`src/rtl/fifo_wr_arbiter.sv`:
```
// Round-robin arbiter sharing one async-FIFO write port among NREQ producers.
// Grants a bounded burst per owner, honours fifo_full, and inserts one idle cycle between grants.
module fifo_wr_arbiter #(
  parameter int NREQ      = 4,
  parameter int WIDTH     = 8,
  parameter int MAX_BURST = 4
) (
  input  logic                      wclk,
  input  logic                      wrst,
  input  logic [NREQ-1:0]           req_valid,
  input  logic [NREQ*WIDTH-1:0]     req_data,
  input  logic [NREQ-1:0]           req_last,
  output logic [NREQ-1:0]           req_ready,
  output logic [WIDTH-1:0]          fifo_wdata,
  output logic                      fifo_wen,
  input  logic                      fifo_full,
  output logic [NREQ-1:0]           grant,
  output logic [$clog2(NREQ)-1:0]   grant_id,
  output logic                      busy
);

  localparam int IW = $clog2(NREQ);
  localparam int BW = $clog2(MAX_BURST + 1);

  typedef enum logic {IDLE, BURST} state_t;

  state_t          state;
  logic [IW-1:0]   rr_ptr;
  logic [BW-1:0]   beat_cnt;

  logic            found;
  logic [IW-1:0]   pick;
  logic [IW:0]     sum;
  logic [IW-1:0]   cand;
  logic            own_valid;
  logic            own_last;
  logic [WIDTH-1:0] own_data;
  logic            xfer;
  logic            release_now;
  logic [IW-1:0]   next_ptr;

  // first valid requester searching upward from rr_ptr with wrap-around
  always_comb begin
    found = 1'b0;
    pick  = '0;
    sum   = '0;
    cand  = '0;
    for (int i = 0; i < NREQ; i++) begin
      sum = {1'b0, rr_ptr} + (IW+1)'(i);
      if (sum >= (IW+1)'(NREQ))
        sum = sum - (IW+1)'(NREQ);
      cand = sum[IW-1:0];
      if (!found && req_valid[cand]) begin
        found = 1'b1;
        pick  = cand;
      end
    end
  end

  // grant is zero outside BURST, so the owner mux naturally yields zeros when idle
  always_comb begin
    own_data = '0;
    for (int i = 0; i < NREQ; i++) begin
      if (grant[i])
        own_data = req_data[i*WIDTH +: WIDTH];
    end
  end

  assign own_valid   = |(req_valid & grant);
  assign own_last    = |(req_last & grant);
  assign xfer        = (state == BURST) && own_valid && !fifo_full;
  assign release_now = !own_valid ||
                       (xfer && (own_last || beat_cnt == BW'(MAX_BURST - 1)));
  assign next_ptr    = (grant_id == IW'(NREQ - 1)) ? '0 : grant_id + 1'b1;

  assign req_ready  = fifo_full ? '0 : grant;
  assign fifo_wen   = xfer;
  assign fifo_wdata = own_data;
  assign busy       = (state == BURST);

  always_ff @(posedge wclk or posedge wrst) begin
    if (wrst) begin
      state    <= IDLE;
      grant    <= '0;
      grant_id <= '0;
      rr_ptr   <= '0;
      beat_cnt <= '0;
    end else begin
      case (state)
        IDLE: begin
          if (found) begin
            state    <= BURST;
            grant    <= NREQ'(1) << pick;
            grant_id <= pick;
            beat_cnt <= '0;
          end
        end
        BURST: begin
          // a full stall keeps own_valid high with no transfer, so the grant holds
          if (release_now) begin
            state  <= IDLE;
            grant  <= '0;
            rr_ptr <= next_ptr;
          end else if (xfer) begin
            beat_cnt <= beat_cnt + 1'b1;
          end
        end
        default: state <= IDLE;
      endcase
    end
  end

endmodule

```
`config.mk`:
```
export PLATFORM = sky130hd
export DESIGN_NAME = fifo_wr_arbiter
export DESIGN_NICKNAME = d
export VERILOG_FILES = /design/src/rtl/fifo_wr_arbiter.sv
export SDC_FILE = /design/constraint.sdc
export NUM_CORES = 1
export LEC_CHECK = 0
export BUFFER_PORTS_ARGS = -buffer_cell sky130_fd_sc_hd__buf_4
export CORE_MARGIN = 5
export CORE_UTILIZATION = 44
export CTS_CLUSTER_SIZE = 25
export DETAILED_ROUTE_END_ITERATION = 8
export GPL_TIMING_DRIVEN = 0
export PLACE_DENSITY_LB_ADDON = 0.1
export SYNTH_ARGS = -nofsm -noshare
export SYNTH_HDL_FRONTEND = slang
export SYNTH_SLANG_ARGS = --single-unit
```
`constraint.sdc`:
```
create_clock -name wclk -period 5.09 [get_ports wclk]
set_input_delay 0.2545 -clock wclk [delete_from_list [all_inputs] [get_ports wclk]]
set_output_delay 0.2545 -clock wclk [all_outputs]
set_load 0.01 [all_outputs]
```
# Word level (Yosys, flattened, before mapping)
# Cells that the tools add are included.
[op_classes] n_mux=36 reduce_logical=19 n_addsub=9 n_lt_le_gt_ge=8 bitwise_logic=3 n_shift=1 eq_ne=6
[op_table] op="two-way mux 8 bit" count=4
[op_table] op="two-way mux 2 bit" count=9
[op_table] op="< comparator 2 x 3 -> 1 bit (second input constant)" count=4
[op_table] op="two-way mux 4 bit" count=3
[op_table] op="two-way mux 1 bit" count=10
[op_table] op=">= comparator 3 bit (second input constant)" count=3
[op_table] op="two-way mux 3 bit" count=3
[op_table] op="AND 4 bit" count=2
[op_table] op="binary-select mux 1 bit (select 2 bit)" count=4
[op_table] op="one-hot mux 4 bit (2 select lines)" count=1
[op_table] op="OR reduction 4 bit" count=2
[op_table] op="subtractor 2 x 1 -> 2 bit (second input constant)" count=4
[op_table] op="adder 2 x 2 -> 3 bit (second input constant)" count=2
[op_table] op="logical AND 1 bit" count=6
[op_table] op="one-hot mux 3 bit (2 select lines)" count=1
[op_table] op="AND reduction 2 bit" count=3
[op_table] op="zero test 1 bit" count=5
[op_table] op="inequality test 2 x 1 -> 1 bit (second input constant)" count=2
[op_table] op="inequality test 2 bit (second input constant)" count=2
[op_table] op="left shift 1 x 2 -> 4 bit (first input constant)" count=1
[op_table] op="adder 2 x 1 -> 3 bit (second input constant)" count=1
[op_table] op="adder 3 x 1 -> 3 bit (second input constant)" count=1
[op_table] op="== test 3 x 2 -> 1 bit (second input constant)" count=1
[op_table] op=">= comparator 2 x 3 -> 1 bit (second input constant)" count=1
[op_table] op="6 further kinds" count=7
[totals] wordCells=87 in_bits=43 ff_bits=12

# Logic depth before layout (Yosys ltp)
[logic_depth] ltp_word=17 mapped_depth=7 depth_no_buf=6

# Worst setup path before layout
# Ideal clock, no wire load.
[synth_path] kind="flip-flop to flip-flop" startpoint="register grant[3]" endpoint="register rr_ptr[0]" t_arrival_ns=1.615 path_stages_with_launch=6 n_path_buf=1 slack_ns=3.350 required_ns=4.965 cell_sequence="dfrtp_1 > buf_6 > a222oi_1 > a21oi_1 > o21ai_0 > mux2_2"
[synth_between] elab_chain_len=7 word_cells_on_any_way=11
[synth_lines] element="start: declaration" line="17" rtl="output logic [NREQ-1:0] grant,"
[synth_lines] element="start signal: assignment" line="93" rtl="grant <= NREQ'(1) << pick;"
[synth_lines] element="AND 4 bit" line="69" rtl="assign own_valid = |(req_valid & grant);"
[synth_lines] element="OR reduction 4 bit" line="69"
[synth_lines] element="logical AND 1 bit (2 in series)" line="71" rtl="assign xfer = (state == BURST) && own_valid && !fifo_full;"
[synth_lines] element="logical AND 1 bit" line="73" rtl="(xfer && (own_last || beat_cnt == BW'(MAX_BURST - 1)));"
[synth_lines] element="logical OR 1 bit *" line="72" rtl="assign release_now = !own_valid ||"
[synth_lines] element="AND reduction 2 bit (no source line) *"
[synth_lines] element="end signal: assignment" line="103" rtl="rr_ptr <= next_ptr;"
[synth_lines] element="end: declaration" line="28" rtl="logic [IW-1:0] rr_ptr;"
# Mark *: on every way between the ends. The rest lies on a longest branch, timed or not.
# A chain may end at the register's enable or synchronous reset.

# Final worst setup path
[layout_path] startpoint="register grant[2]" endpoint="output fifo_wdata[4]"
[layout_between] elab_chain_len=2
[layout_lines] element="two-way mux 8 bit (2 in series)" line="64" rtl="if (grant[i])"
[layout_lines] element="end: declaration" line="14" rtl="output logic [WIDTH-1:0] fifo_wdata,"
# No other way between the ends.

==> metrics.yaml <==
grt_pass1_wl_mm: 5.09
worstSetupPathType: "reg -> out"
dp_slack_ns: 3.10
reg2reg_depth: 5
area_delta_synth_final_pct: 56.2
hpwl_mm: 2.56
endpoint_kind: "output port"
worstHoldPathType: "in -> async"
r2r_start: "grant[2]$_DFFE_PP0P_"
post-cts-setup-buffer-count: 0
diodes: 0
wl_mm: 3.15
fin_nets: 224
clock_tree.root_cell: "clkbuf_4"
cp_max_fo: 10
synth-warning-count: 0
grt_max_degree: 13
track_usage_pct: 19.7
status: "finished, violations left"
cts-htree-levels: 1
cts.clk_slew.worst_paths_ns: 0.07
hold_viol: 12
placementRows: 16
grt_overflow: 0
grt_pass1_vias: 1106
ff2ff_setup_slack_ns: 3.07
power_leakage_nw: 0.717
viasPerCell: 5.60
seq_area_frac_synth_pct: 32.3
slew_violations: 0
fin_tns_setup_ns: 0
final-setup-viol-count: 0
first_iter_violations: 22
ant_nets: 0
synthArstFlopShare_pct: 100
clock_path_buffers: 2
io_pins: 63
crit_arrival_ns: 2.02
synth_edf_count: 0
synth_seq_cells: 12
finalCriticalPeriod_ns: 2.27
power.density_nw_per_um2: 515
core_um2: 1980
cts_tree: "built"
yosysMostFrequentCell: "nand2_1"
violations: "hold timing"
finalClockSkew_ns: 0.000953
synth_top_cell_by_area: "dfrtp_1"
hold_buffers: 0
dp_cells: 200
fillers: 156
synth.area.top_cells: "dfrtp_1 (32%), nor2b_1 (8.8%), a221oi_1 (6.6%), nand2_1 (6.1%), o31ai_1 (5.7%)"
cts.sinks: 12
maxCapViolCount: 0
synth.top_cell.area_share_pct: 32.3
critPathLaunchType: "register"
tightest_slew_ns: 0.529
synthesis.nets: 157
critPathRequiredTime_ns: 4.84
layout-drive-gt1-share_pct: 39.8
insertion_delay_ns: 0.27
final_core_util_pct: 73.2
slew_headroom_pct: 64.7
antenna_found_initial: 0
fin_crit_sh_pct: 44.7
avgSynthCellArea_um2: 8.36
dr.pass1.iters: 4
rsz0062_at_grt: "no"
num_vias: 1137
max_freq_ghz: 0.440
dieArea_um2: 3130
synthDistinctLibCells: 27
wl_per_cell_um: 15.5
cts_buffers: 3
fp.dieW_um: 55.9
port_buffers: 62
syn-cell-area_um2: 928
fin_ws_ns: 2.82
die_h_um: 55.9
fin_cells: 203
placed_area_um2: 1430
cts_resized: 0
irDropWorstVdd_uv: 362
fin_hold_ws_ns: -0.00971
reg2reg_to: "rr_ptr[0]$_DFFE_PP0P_"
initial_core_util_pct: 46.8
gp_congestion: 0.891
drc: 0
netlist_instances: 111
final_cell_area_um2: 1450
synthTopCellsByCount: "nand2_1 (15), nor2b_1 (13), dfrtp_1 (12), a221oi_1 (7), o31ai_1 (7)"
synthFlopType: "dfrtp_1"
## cell type report
class | count | area [um^2] | area share, %
well taps | 27 | 33.8 | 2.33
inverters | 4 | 15.0 | 1.04
plain buffers | 7 | 35.0 | 2.42
flip-flops and latches | 12 | 300 | 20.7
multi-input cells | 88 | 578 | 39.9
repair buffers | 62 | 465 | 32.1
clock buffers | 3 | 22.5 | 1.55
## power by group
| group | internal, mW | switching [mW] |
|---|---|---|
| registers | 0.134 | 0.0454 |
| clock network | 0.0274 | 0.0314 |
| logic | 0.259 | 0.250 |
| total | 0.420 | 0.327 |
## how the worst max path moves through the flow
stage,depth (start not counted),startpoint,to,slack [ns]
floorplan,5,grant[3]$_DFFE_PP0P_,rr_ptr[0]$_DFFE_PP0P_,3.35
global placement,5,grant[2]$_DFFE_PP0P_,rr_ptr[0]$_DFFE_PP0P_,3.15
detailed placement,5,grant[2]$_DFFE_PP0P_,rr_ptr[0]$_DFFE_PP0P_,3.10
CTS,5,grant[2]$_DFFE_PP0P_,fifo_wdata[4],2.84
global route,5,grant[2]$_DFFE_PP0P_,fifo_wdata[4],2.69
finish,5,grant[2]$_DFFE_PP0P_,fifo_wdata[4],2.82
## worst max-delay path, stage by stage, from the launching register on
cell and delay, ns:
dfrtp_1 0.41, clkbuf_1 0.34, clkbuf_1 0.41, a221oi_1 0.11, o31ai_1 0.29, buf_4 0.19
## cells by family after synthesis
group,share of synthesized area (%)
buf+inv,5.39
compound gates,28.0
fa+ha+maj,4.04
simple gates,23.5
mux,6.74
flops,32.3
## per-stage QoR
stage | hold WS (ns) | power (mW)
CTS | 0.0156 | 0.748
detailed placement | 0.308 | 0.690
global placement | 0.280 | 0.670
floorplan | 0.119 | 0.464
finish | -0.00971 | 0.747
global route | 0.0147 | 0.806
## flip-flops by register name, indices dropped and copies added (netlist names)
signal	count
grant	4
busy	1
beat_cnt	3
grant_id	2
rr_ptr	2
## layout by cell type, fill, tap and decap left out, drive strengths merged
cell type,synthesis,layout
nand2,15,15
mux2i,4,4
nor2b,13,13
or2,1,1
ha,3,3
clkbuf,5,8
a221oi,7,7
nand2b,3,3
buf,2,64
dfrtp,12,12
o21ai,6,6
a22o,4,4
o2bb2ai,2,2
mux2,2,2
o21bai,1,1
o31ai,7,7
nor4,1,1
inv,4,4
a21oi,6,6
a222oi,1,1
or3,2,2
a311oi,1,1
nor3,2,2
a21o,1,1
nor2,5,5
nand3b,1,1
## routing by layer
layer	track usage, %	wire length [um]	up-vias
met4	6.10	64	0
met2	36.1	1670	56
met1	22.8	1190	531
met3	3.94	228	6
met5	0	0	-
li1	-	-	544
Note: power is estimated with default switching activity, not from simulation.
